$ cat src/rtl/spmi_tx_if.sv
// Frame request handshake between the command sequencer (master) and the
// SPMI transmitter (slave).
interface spmi_tx_if;
  logic [11:0] tx_data;
  logic        tx_cmd;
  logic        tx_ssc;
  logic        tx_last;
  logic        tx_valid;
  logic        tx_ready;

  modport master (
    output tx_data, tx_cmd, tx_ssc, tx_last, tx_valid,
    input  tx_ready
  );

  modport slave (
    input  tx_data, tx_cmd, tx_ssc, tx_last, tx_valid,
    output tx_ready
  );
endinterface

$ cat src/rtl/spmi_tx.sv
// SPMI frame transmitter: drives SPMI clock/data from sysclk. Each frame can
// have an optional SSC and carries odd parity. The bus is parked after the last frame.
module spmi_tx #(
  parameter int CLKDIV   = 4,
  parameter int SSC_LOW  = 6,
  parameter int SSC_HIGH = 5
) (
  input  logic     sysclk,
  input  logic     reset_n,
  spmi_tx_if.slave bus,
  output logic     spmiclk,
  output logic     spmidat,
  output logic     spmidat_oe,
  output logic     busy,
  output logic     frame_done
);

  localparam logic [3:0] IDLE    = 4'd0;
  localparam logic [3:0] SSC_LO  = 4'd1;
  localparam logic [3:0] SSC_HI  = 4'd2;
  localparam logic [3:0] SSC_END = 4'd3;
  localparam logic [3:0] BIT_LO  = 4'd4;
  localparam logic [3:0] BIT_HI  = 4'd5;
  localparam logic [3:0] HOLD    = 4'd6;
  localparam logic [3:0] PARK_LO = 4'd7;
  localparam logic [3:0] PARK_HI = 4'd8;

  localparam logic [3:0] DIV_LOAD   = 4'(CLKDIV - 1);
  localparam logic [3:0] SSCL_LOAD  = 4'(SSC_LOW - 1);
  localparam logic [3:0] SSCH_LOAD  = 4'(SSC_HIGH - 1);

  logic [3:0]  state;
  logic [3:0]  div_cnt;
  logic [3:0]  bit_cnt;
  logic [12:0] shreg;
  logic [12:0] load_vec;
  logic        last_q;
  logic        accept;
  logic        div_done;
  logic        par_cmd;
  logic        par_dat;

  // Frames are left-justified so the shifter always transmits from bit 12.
  always_comb begin
    par_cmd  = ~^bus.tx_data;
    par_dat  = ~^bus.tx_data[7:0];
    load_vec = bus.tx_cmd ? {bus.tx_data, par_cmd}
                          : {bus.tx_data[7:0], par_dat, 4'b0000};
  end

  assign accept   = bus.tx_valid && bus.tx_ready;
  assign div_done = (div_cnt == 4'd0);

  // Outputs are assigned together with the state change, so each state's
  // pad values appear on its first sysclk.
  always_ff @(posedge sysclk) begin
    if (!reset_n) begin
      state        <= IDLE;
      div_cnt      <= 4'd0;
      bit_cnt      <= 4'd0;
      shreg        <= 13'd0;
      last_q       <= 1'b0;
      spmiclk      <= 1'b0;
      spmidat      <= 1'b0;
      spmidat_oe   <= 1'b0;
      bus.tx_ready <= 1'b1;
      busy         <= 1'b0;
      frame_done   <= 1'b0;
    end else begin
      frame_done <= 1'b0;
      if (!div_done) div_cnt <= div_cnt - 4'd1;
      case (state)
        IDLE, HOLD: begin
          if (accept) begin
            shreg        <= load_vec;
            bit_cnt      <= bus.tx_cmd ? 4'd13 : 4'd9;
            last_q       <= bus.tx_last;
            bus.tx_ready <= 1'b0;
            busy         <= 1'b1;
            spmidat_oe   <= 1'b1;
            spmiclk      <= 1'b0;
            if (bus.tx_ssc) begin
              state   <= SSC_LO;
              div_cnt <= SSCL_LOAD;
              spmidat <= 1'b0;
            end else begin
              state   <= BIT_LO;
              div_cnt <= DIV_LOAD;
              spmidat <= load_vec[12];
            end
          end
        end
        SSC_LO: begin
          if (div_done) begin
            state   <= SSC_HI;
            div_cnt <= SSCH_LOAD;
            spmidat <= 1'b1;
          end
        end
        SSC_HI: begin
          if (div_done) begin
            state   <= SSC_END;
            div_cnt <= DIV_LOAD;
            spmidat <= 1'b0;
          end
        end
        SSC_END: begin
          if (div_done) begin
            state   <= BIT_LO;
            div_cnt <= DIV_LOAD;
            spmidat <= shreg[12];
          end
        end
        BIT_LO: begin
          if (div_done) begin
            state   <= BIT_HI;
            div_cnt <= DIV_LOAD;
            spmiclk <= 1'b1;
          end
        end
        BIT_HI: begin
          // frame_done must land on the final high cycle, one ahead of the exit.
          if (div_cnt == 4'd1 && bit_cnt == 4'd1) frame_done <= 1'b1;
          if (div_done) begin
            spmiclk <= 1'b0;
            if (bit_cnt == 4'd1) begin
              spmidat <= 1'b0;
              if (last_q) begin
                state   <= PARK_LO;
                div_cnt <= DIV_LOAD;
              end else begin
                state        <= HOLD;
                bus.tx_ready <= 1'b1;
              end
            end else begin
              state   <= BIT_LO;
              div_cnt <= DIV_LOAD;
              shreg   <= {shreg[11:0], 1'b0};
              spmidat <= shreg[11];
              bit_cnt <= bit_cnt - 4'd1;
            end
          end
        end
        PARK_LO: begin
          if (div_done) begin
            state      <= PARK_HI;
            div_cnt    <= DIV_LOAD;
            spmiclk    <= 1'b1;
            spmidat_oe <= 1'b0;
          end
        end
        PARK_HI: begin
          if (div_done) begin
            state        <= IDLE;
            spmiclk      <= 1'b0;
            busy         <= 1'b0;
            bus.tx_ready <= 1'b1;
          end
        end
        default: state <= IDLE;
      endcase
    end
  end

endmodule

$ cat src/flat_wrapper.sv
// flat-port wrapper written by rule: the top's interface ports become plain ports
module spmi_tx_flat 
#(
  parameter int CLKDIV   = 4,
  parameter int SSC_LOW  = 6,
  parameter int SSC_HIGH = 5
)
  (sysclk, reset_n, spmiclk, spmidat, spmidat_oe, busy, frame_done, bus_tx_data, bus_tx_cmd, bus_tx_ssc, bus_tx_last, bus_tx_valid, bus_tx_ready);
  spmi_tx_if bus_i ();
  input  logic sysclk;
  input  logic reset_n;
  output logic spmiclk;
  output logic spmidat;
  output logic spmidat_oe;
  output logic busy;
  output logic frame_done;
  input wire logic [$bits(bus_i.tx_data)-1:0] bus_tx_data;
  input wire logic [$bits(bus_i.tx_cmd)-1:0] bus_tx_cmd;
  input wire logic [$bits(bus_i.tx_ssc)-1:0] bus_tx_ssc;
  input wire logic [$bits(bus_i.tx_last)-1:0] bus_tx_last;
  input wire logic [$bits(bus_i.tx_valid)-1:0] bus_tx_valid;
  output wire logic [$bits(bus_i.tx_ready)-1:0] bus_tx_ready;
  assign bus_i.tx_data = bus_tx_data;
  assign bus_i.tx_cmd = bus_tx_cmd;
  assign bus_i.tx_ssc = bus_tx_ssc;
  assign bus_i.tx_last = bus_tx_last;
  assign bus_i.tx_valid = bus_tx_valid;
  assign bus_tx_ready = bus_i.tx_ready;
  spmi_tx #(.CLKDIV(CLKDIV), .SSC_LOW(SSC_LOW), .SSC_HIGH(SSC_HIGH)) u_core (.sysclk(sysclk), .reset_n(reset_n), .bus(bus_i), .spmiclk(spmiclk), .spmidat(spmidat), .spmidat_oe(spmidat_oe), .busy(busy), .frame_done(frame_done));
endmodule
$ cat config.mk
export PLATFORM = sky130hd
export DESIGN_NAME = spmi_tx_flat
export DESIGN_NICKNAME = d
export VERILOG_FILES = /design/src/rtl/spmi_tx_if.sv /design/src/rtl/spmi_tx.sv /design/src/flat_wrapper.sv
export SDC_FILE = /design/constraint.sdc
export NUM_CORES = 1
export LEC_CHECK = 0
export BUFFER_PORTS_ARGS = -buffer_cell sky130_fd_sc_hd__buf_2
export CAP_MARGIN = 30
export CORE_ASPECT_RATIO = 0.6
export CORE_MARGIN = 3
export CORE_UTILIZATION = 44
export CTS_CLUSTER_DIAMETER = 150
export DETAILED_ROUTE_END_ITERATION = 10
export PLACE_DENSITY = 0.63
export SKIP_LAST_GASP = 1
export SLEW_MARGIN = 30
export SYNTH_ARGS = -nofsm -noshare
export SYNTH_HDL_FRONTEND = slang
export SYNTH_SLANG_ARGS = --single-unit
$ cat constraint.sdc
create_clock -name sysclk -period 2 [get_ports sysclk]
set_clock_uncertainty 0.1 [all_clocks]
set_input_delay 0.2 -clock sysclk [delete_from_list [all_inputs] [get_ports sysclk]]
set_output_delay 0.2 -clock sysclk [all_outputs]
set_load 0.01 [all_outputs]
# Yosys cells after proc, flatten, opt, wreduce, memory -nomap -nowiden
# Cells that the tools add are included.
[op_classes]
mux = 49
n_reduce_logical = 25
addsub = 2
n_eq_ne = 23
[op_table]
columns = ["operator", "n"]
rows = [
  ["4-bit 2-to-1 mux", 18],
  ["13-bit 2-to-1 mux", 4],
  ["4-bit one-hot mux with 8 select lines", 1],
  ["13-bit one-hot mux with 2 select lines", 1],
  ["2-bit by 1-bit != test with 1-bit output, second input constant", 11],
  ["4-bit by 3-bit equality test with 1-bit output, second input constant", 4],
  ["4-bit one-hot mux with 4 select lines", 1],
  ["1-bit 2-to-1 mux", 14],
  ["4-bit by 1-bit equality test with 1-bit output, second input constant", 3],
  ["6-bit AND reduction", 2],
  ["12-bit XNOR reduction", 1],
  ["3-bit 2-to-1 mux", 3],
  ["4-bit by 2-bit equality test with 1-bit output, second input constant", 2],
  ["4-bit zero test", 2],
  ["4-bit one-hot mux with 2 select lines", 1],
  ["4-bit AND reduction", 2],
  ["8-bit AND reduction", 1],
  ["8-bit XNOR reduction", 1],
  ["4-bit by 1-bit subtractor with 4-bit output, second input constant", 2],
  ["1-bit one-hot mux with 3 select lines", 2],
  ["3-bit AND reduction", 2],
  ["2-bit nonzero test", 3],
  ["3-bit nonzero test", 2],
  ["2-bit OR reduction", 3],
  ["other kinds (9)", 13],
]
[totals]
word_cells = 110
output_inout_bits = 6
regBits = 32
input_bits = 18

# Longest topological paths before layout
[depth]
word_depth = 6
mapped_depth = 9
ltp_nobuf = 9

# Least setup slack after synthesis
# No wires, ideal clock.
[synth_path]
path_type = "register to register"
from = "register u_core.div_cnt[0]"
to = "register u_core.div_cnt[0]"
stages_incl_launch_ff = 9
setup_time_ps = 95
setup_slack_ps = -125
t_required_ps = 1805
n_path_buf = 0
arrival_ps = 1929
synth_period_minus_slack_ps = 2125
cell_sequence = "dfxtp_1 -> inv_1 -> ha_1 -> nor3b_4 -> inv_4 -> ha_1 -> o32ai_1 -> o21ai_0 -> a221oi_1"
[synth_via]
elab_chain_len = 6
word_cells_on_any_way = 10
cone_classes = "1 x add/sub; 8 x mux; 1 x reduce/logical"
[synth_lines]
columns = ["element", "line_no", "source"]
rows = [
  ["start: declaration", "spmi_tx.sv:33", "logic [3:0] div_cnt;"],
  ["start signal: assignment", "spmi_tx.sv:71", "if (!div_done) div_cnt <= div_cnt - 4'd1;"],
  ["4-bit by 1-bit subtractor with 4-bit output / 4-bit zero test (equally long branches)", "spmi_tx.sv:71, spmi_tx.sv:52", ""],
  ["4-bit 2-to-1 mux", "spmi_tx.sv:71", ""],
  ["4-bit 2-to-1 mux", "spmi_tx.sv:128", "if (last_q) begin"],
  ["4-bit 2-to-1 mux", "spmi_tx.sv:126", "if (bit_cnt == 4'd1) begin"],
  ["4-bit 2-to-1 mux", "spmi_tx.sv:124", "if (div_done) begin"],
  ["4-bit one-hot mux with 4 select lines *", "spmi_tx.sv:72", "case (state)"],
]
# Mark *: on every way between the ends. The rest lies on a longest branch, timed or not.
# A chain may end at the register's enable or synchronous reset.

# Worst setup path after layout
# Same ends and word-level chain as after synthesis.

==> impl.org <==
** Status
- The flow ran to the end, and the final reports show no timing, DRC or antenna violations.

** Timing
- Dividing the final minimum period by the clock period gives 0.985.
- Slew headroom :: 0.694
- At the pin with the least slew margin, the transition time is 455 ps.
- Crit path time final :: 1970 ps
- Based on the critical path, the design can be clocked at up to 0.508 GHz.
- Unrepaired setup endpoints after global routing :: true
- Final number of setup-violating endpoints :: 0
- Total count of hold-check failures in the final report :: 0
- Final Hold Slack :: 42.1 ps
- Pins Over Slew Limit :: 0

** Synth
- Dividing the synthesized area by the synthesized cell count gives 8.19 sq um.
- Synthesis inferred 32 register bits.
- For this run, the leading register cell type out of synthesis is sky130_fd_sc_hd__dfxtp_1.
- Netlist area before placement :: 0.00214 sq mm
- Post-Synthesis Cells :: 262
- Yosys attributes the largest share of cell area to sky130_fd_sc_hd__dfxtp_1, sky130_fd_sc_hd__mux2i_1, sky130_fd_sc_hd__nand2_1, sky130_fd_sc_hd__a21oi_1, sky130_fd_sc_hd__xnor2_1.
- The biggest area contributor in the post-synthesis netlist is sky130_fd_sc_hd__dfxtp_1.
- Synthesized net count :: 286
- Share of synthesized area occupied by flip-flops and latches :: 0.299
- The synthesized design contains 0 enable-type register cells.
- Of all flip-flops after synthesis, the portion carrying an async set or reset was 0.
- During synthesis, Yosys emitted a total of 0 warnings.
- Post-synth top cells :: sky130_fd_sc_hd__nand2_1, sky130_fd_sc_hd__dfxtp_1, sky130_fd_sc_hd__a21oi_1
- In the post-synthesis netlist, the cell with the most instances is sky130_fd_sc_hd__nand2_1.
- Of the post-synthesis cell area, the dominant cell type holds 0.299.
- Number of unique standard cell types used by synthesis :: 62

** Finish
- Inserted Diodes :: 0
- Summing all multi-input logic gate instances after layout gives 0.00146 sq mm.
- Post-route cell area :: 0.00274 sq mm
- After filler insertion, the fill cell instance count of the layout stands at 390.
- In the final layout, flip-flops and latches occupy 648 sq um.
- Layout cell share with drive strength beyond 1 :: 0.325
- Final #Nets :: 334
- Relative to the synthesized area, the layout overhead comes to 27.7%.

** Placement
- Port Buffers :: 23
- Total half-perimeter wirelength after legalization and detailed placement :: 4.71 mm
- The congestion estimate from routability-driven global placement came to 0.954.
- Summing all placed instances gives a cell area of 0.00249 sq mm.

** Routing
- # DRC :: 0
- The count of nets left with antenna violations once routing finished came out at 0.
- For this run, the detailed router's first-pass iteration total came to 6.
- Aggregate routed wire length :: 6.39 mm
- Number of DRC violations after detailed-routing iteration 0 :: 167
- The detailed router placed 2144 vias in this run.
- Dividing the detail-routed wire length by the instance count gives 17.2 um.
- Via density per instance :: 5.78

** Die
- For this configuration, the core starts out at a cell density of 0.488.
- Floorplan die height :: 60.1 um
- Row cnt :: 18
- IO Pins :: 24
- Core region area :: 0.00439 sq mm
- The floorplan step defined a die boundary enclosing 0.00578 sq mm.
- From left edge to right edge, the die measures 96.1 um.

** Power and ir drop
- For this design the ratio of total power to cell area is 1410 mW/mm^2.
- Max IR drop VDD :: 0.000691 V
- Overall power consumption after layout is estimated at 3.86 mW.
- Static power due to leakage :: 1.12 nW

** Clock tree
- TritonCTS built the clock tree.
- After clock tree synthesis, the flow added hold-fix buffers numbering 0.
- H-tree Lvls :: 2
- Clock tree root driver cell :: sky130_fd_sc_hd__clkbuf_8
- Maximum buffer depth of the clock tree :: 2
- The later pin in the worst-skew pair is clocked with a latency of 290 ps.
- Total clock buffers created by CTS :: 5
- Clock transition at the registers of the reported paths :: 70 ps
- The clock net in this run drives a total of 32 sinks.

** Min path
- The min-delay analysis places its worst path in the category in2reg.

** Global route
- Global-route wire length before repair :: 9.69 mm
- Global-route track usage on met1 :: 0.365
- The number of global-route vias before repair is 1883.
- Global routing usage on met3 :: 0.0792
- In this run the most used layer during global routing was met1.
- Global router's overall resource usage :: 0.227
- The number of antenna violations at the first check in global routing was 0.
- Entering global routing, the biggest net connects 18 pins.
- After global routing the overflow that remains totals 0.
- Met2 capacity usage during global routing :: 0.266

** Flow run
- Max-cap violations in this run came to 0.

** Critical path
- STA classifies the critical path startpoint as a flip-flop.
- Data on the critical path is required at its endpoint by 2100 ps.
- STA classifies the critical path endpoint as a flip-flop.
- Classification of the worst setup path :: reg2reg
- Peak fanout along the critical path :: 6
- Data arrives at the worst endpoint at 2070 ps.
-- layout by cell type (no fill, tap or decap), types with 5 or more instances in the layout --
cell,instances
sky130_fd_sc_hd__a21oi_1,20
sky130_fd_sc_hd__buf_2,23
sky130_fd_sc_hd__nand3_1,8
sky130_fd_sc_hd__mux2i_1,13
sky130_fd_sc_hd__o211ai_1,9
sky130_fd_sc_hd__xnor2_1,10
sky130_fd_sc_hd__o21ai_0,8
sky130_fd_sc_hd__nand2_1,34
sky130_fd_sc_hd__buf_4,34
sky130_fd_sc_hd__clkbuf_8,5
sky130_fd_sc_hd__nor3_1,12
sky130_fd_sc_hd__nor2_1,18
sky130_fd_sc_hd__dfxtp_1,28
-- power breakdown --
part / total (mW) / switching [mW] / internal (mW)
Sequential: 1.01 / 0.175 / 0.837
Combinational: 2.22 / 1.16 / 1.06
Clock: 0.631 / 0.262 / 0.369
Total: 3.86 / 1.60 / 2.26
-- kinds of logic after synthesis --
group,Yosys count,share of synthesized area
AND/OR/NAND/NOR,105,0.264
buffers and inverters,26,0.0677
flip-flops,32,0.299
XOR/XNOR,13,0.0618
AO/OA/AOI/OAI,67,0.212
adder cells (fa/ha/maj),6,0.0350
multiplexers,13,0.0607
-- final timing paths --
path / startpoint / slack, ps / depth (start not counted) / end
worst max-delay path: u_core.div_cnt[0]$_SDFF_PN0_ / 30 / 9 / u_core.div_cnt[0]$_SDFF_PN0_
worst min-delay path: bus_tx_last / 40 / 3 / u_core.last_q$_SDFFE_PN0P_
worst min register to register: u_core.shreg[10]$_SDFFE_PN0P_ / 350 / 2 / u_core.shreg[10]$_SDFFE_PN0P_
worst max register to register: u_core.div_cnt[0]$_SDFF_PN0_ / 30 / 9 / u_core.div_cnt[0]$_SDFF_PN0_
-- flip-flops by register name, indices dropped and copies added (netlist names) --
register,cells
u_core.last_q,1
u_core.div_cnt,4
u_core.spmiclk,1
u_core.frame_done,1
u_core.state,4
u_core.spmidat,1
u_core.shreg,13
u_core.bit_cnt,4
u_core.spmidat_oe,1
u_core.busy,1
u_core.bus.tx_ready,1
-- cell type report --
| cell class | instances | share of cell area |
|---|---|---|
| timing repair buffer | 60 | 0.151 |
| sequential | 32 | 0.237 |
| clock inverter | 3 | 0.0155 |
| tap | 60 | 0.0274 |
| clock buffer | 5 | 0.0251 |
| inverter | 7 | 0.0114 |
| multi-input combinational | 204 | 0.533 |
-- per-stage QoR --
stage,utilization,setup WS [ps],TNS [ps],instances
2_1_floorplan,-,-55.9,-130,262
4_1_cts,0.592,20.2,0,365
5_1_grt,0.623,-73.7,-140,371
6_report,0.623,30.6,0,371
3_3_place_gp,0.567,20.5,0,357
3_5_place_dp,0.567,35.8,0,357
-- routing by layer --
layer | up-vias | share of wire
li1 | 1052 | -
met1 | 990 | 0.51
met2 | 90 | 0.38
met3 | 12 | 0.096
met4 | 0 | 0.015
met5 | - | 0
-- repair_timing --
action | CTS | global route
setup endpoints to repair | 0 | 19
setup buffers | 0 | 6
gates resized for setup | 0 | 23
-- worst max-delay path, cell delays in order (launching register included) --
cell and delay (ps):
sky130_fd_sc_hd__dfxtp_4 360, sky130_fd_sc_hd__inv_4 60, sky130_fd_sc_hd__ha_4 130, sky130_fd_sc_hd__nor3b_4 240, sky130_fd_sc_hd__inv_4 110, sky130_fd_sc_hd__ha_4 280
sky130_fd_sc_hd__nand3_1 90, sky130_fd_sc_hd__o211ai_1 130, sky130_fd_sc_hd__o2111a_1 160, sky130_fd_sc_hd__a221oi_2 200
Power figures use the tool's default switching activity.
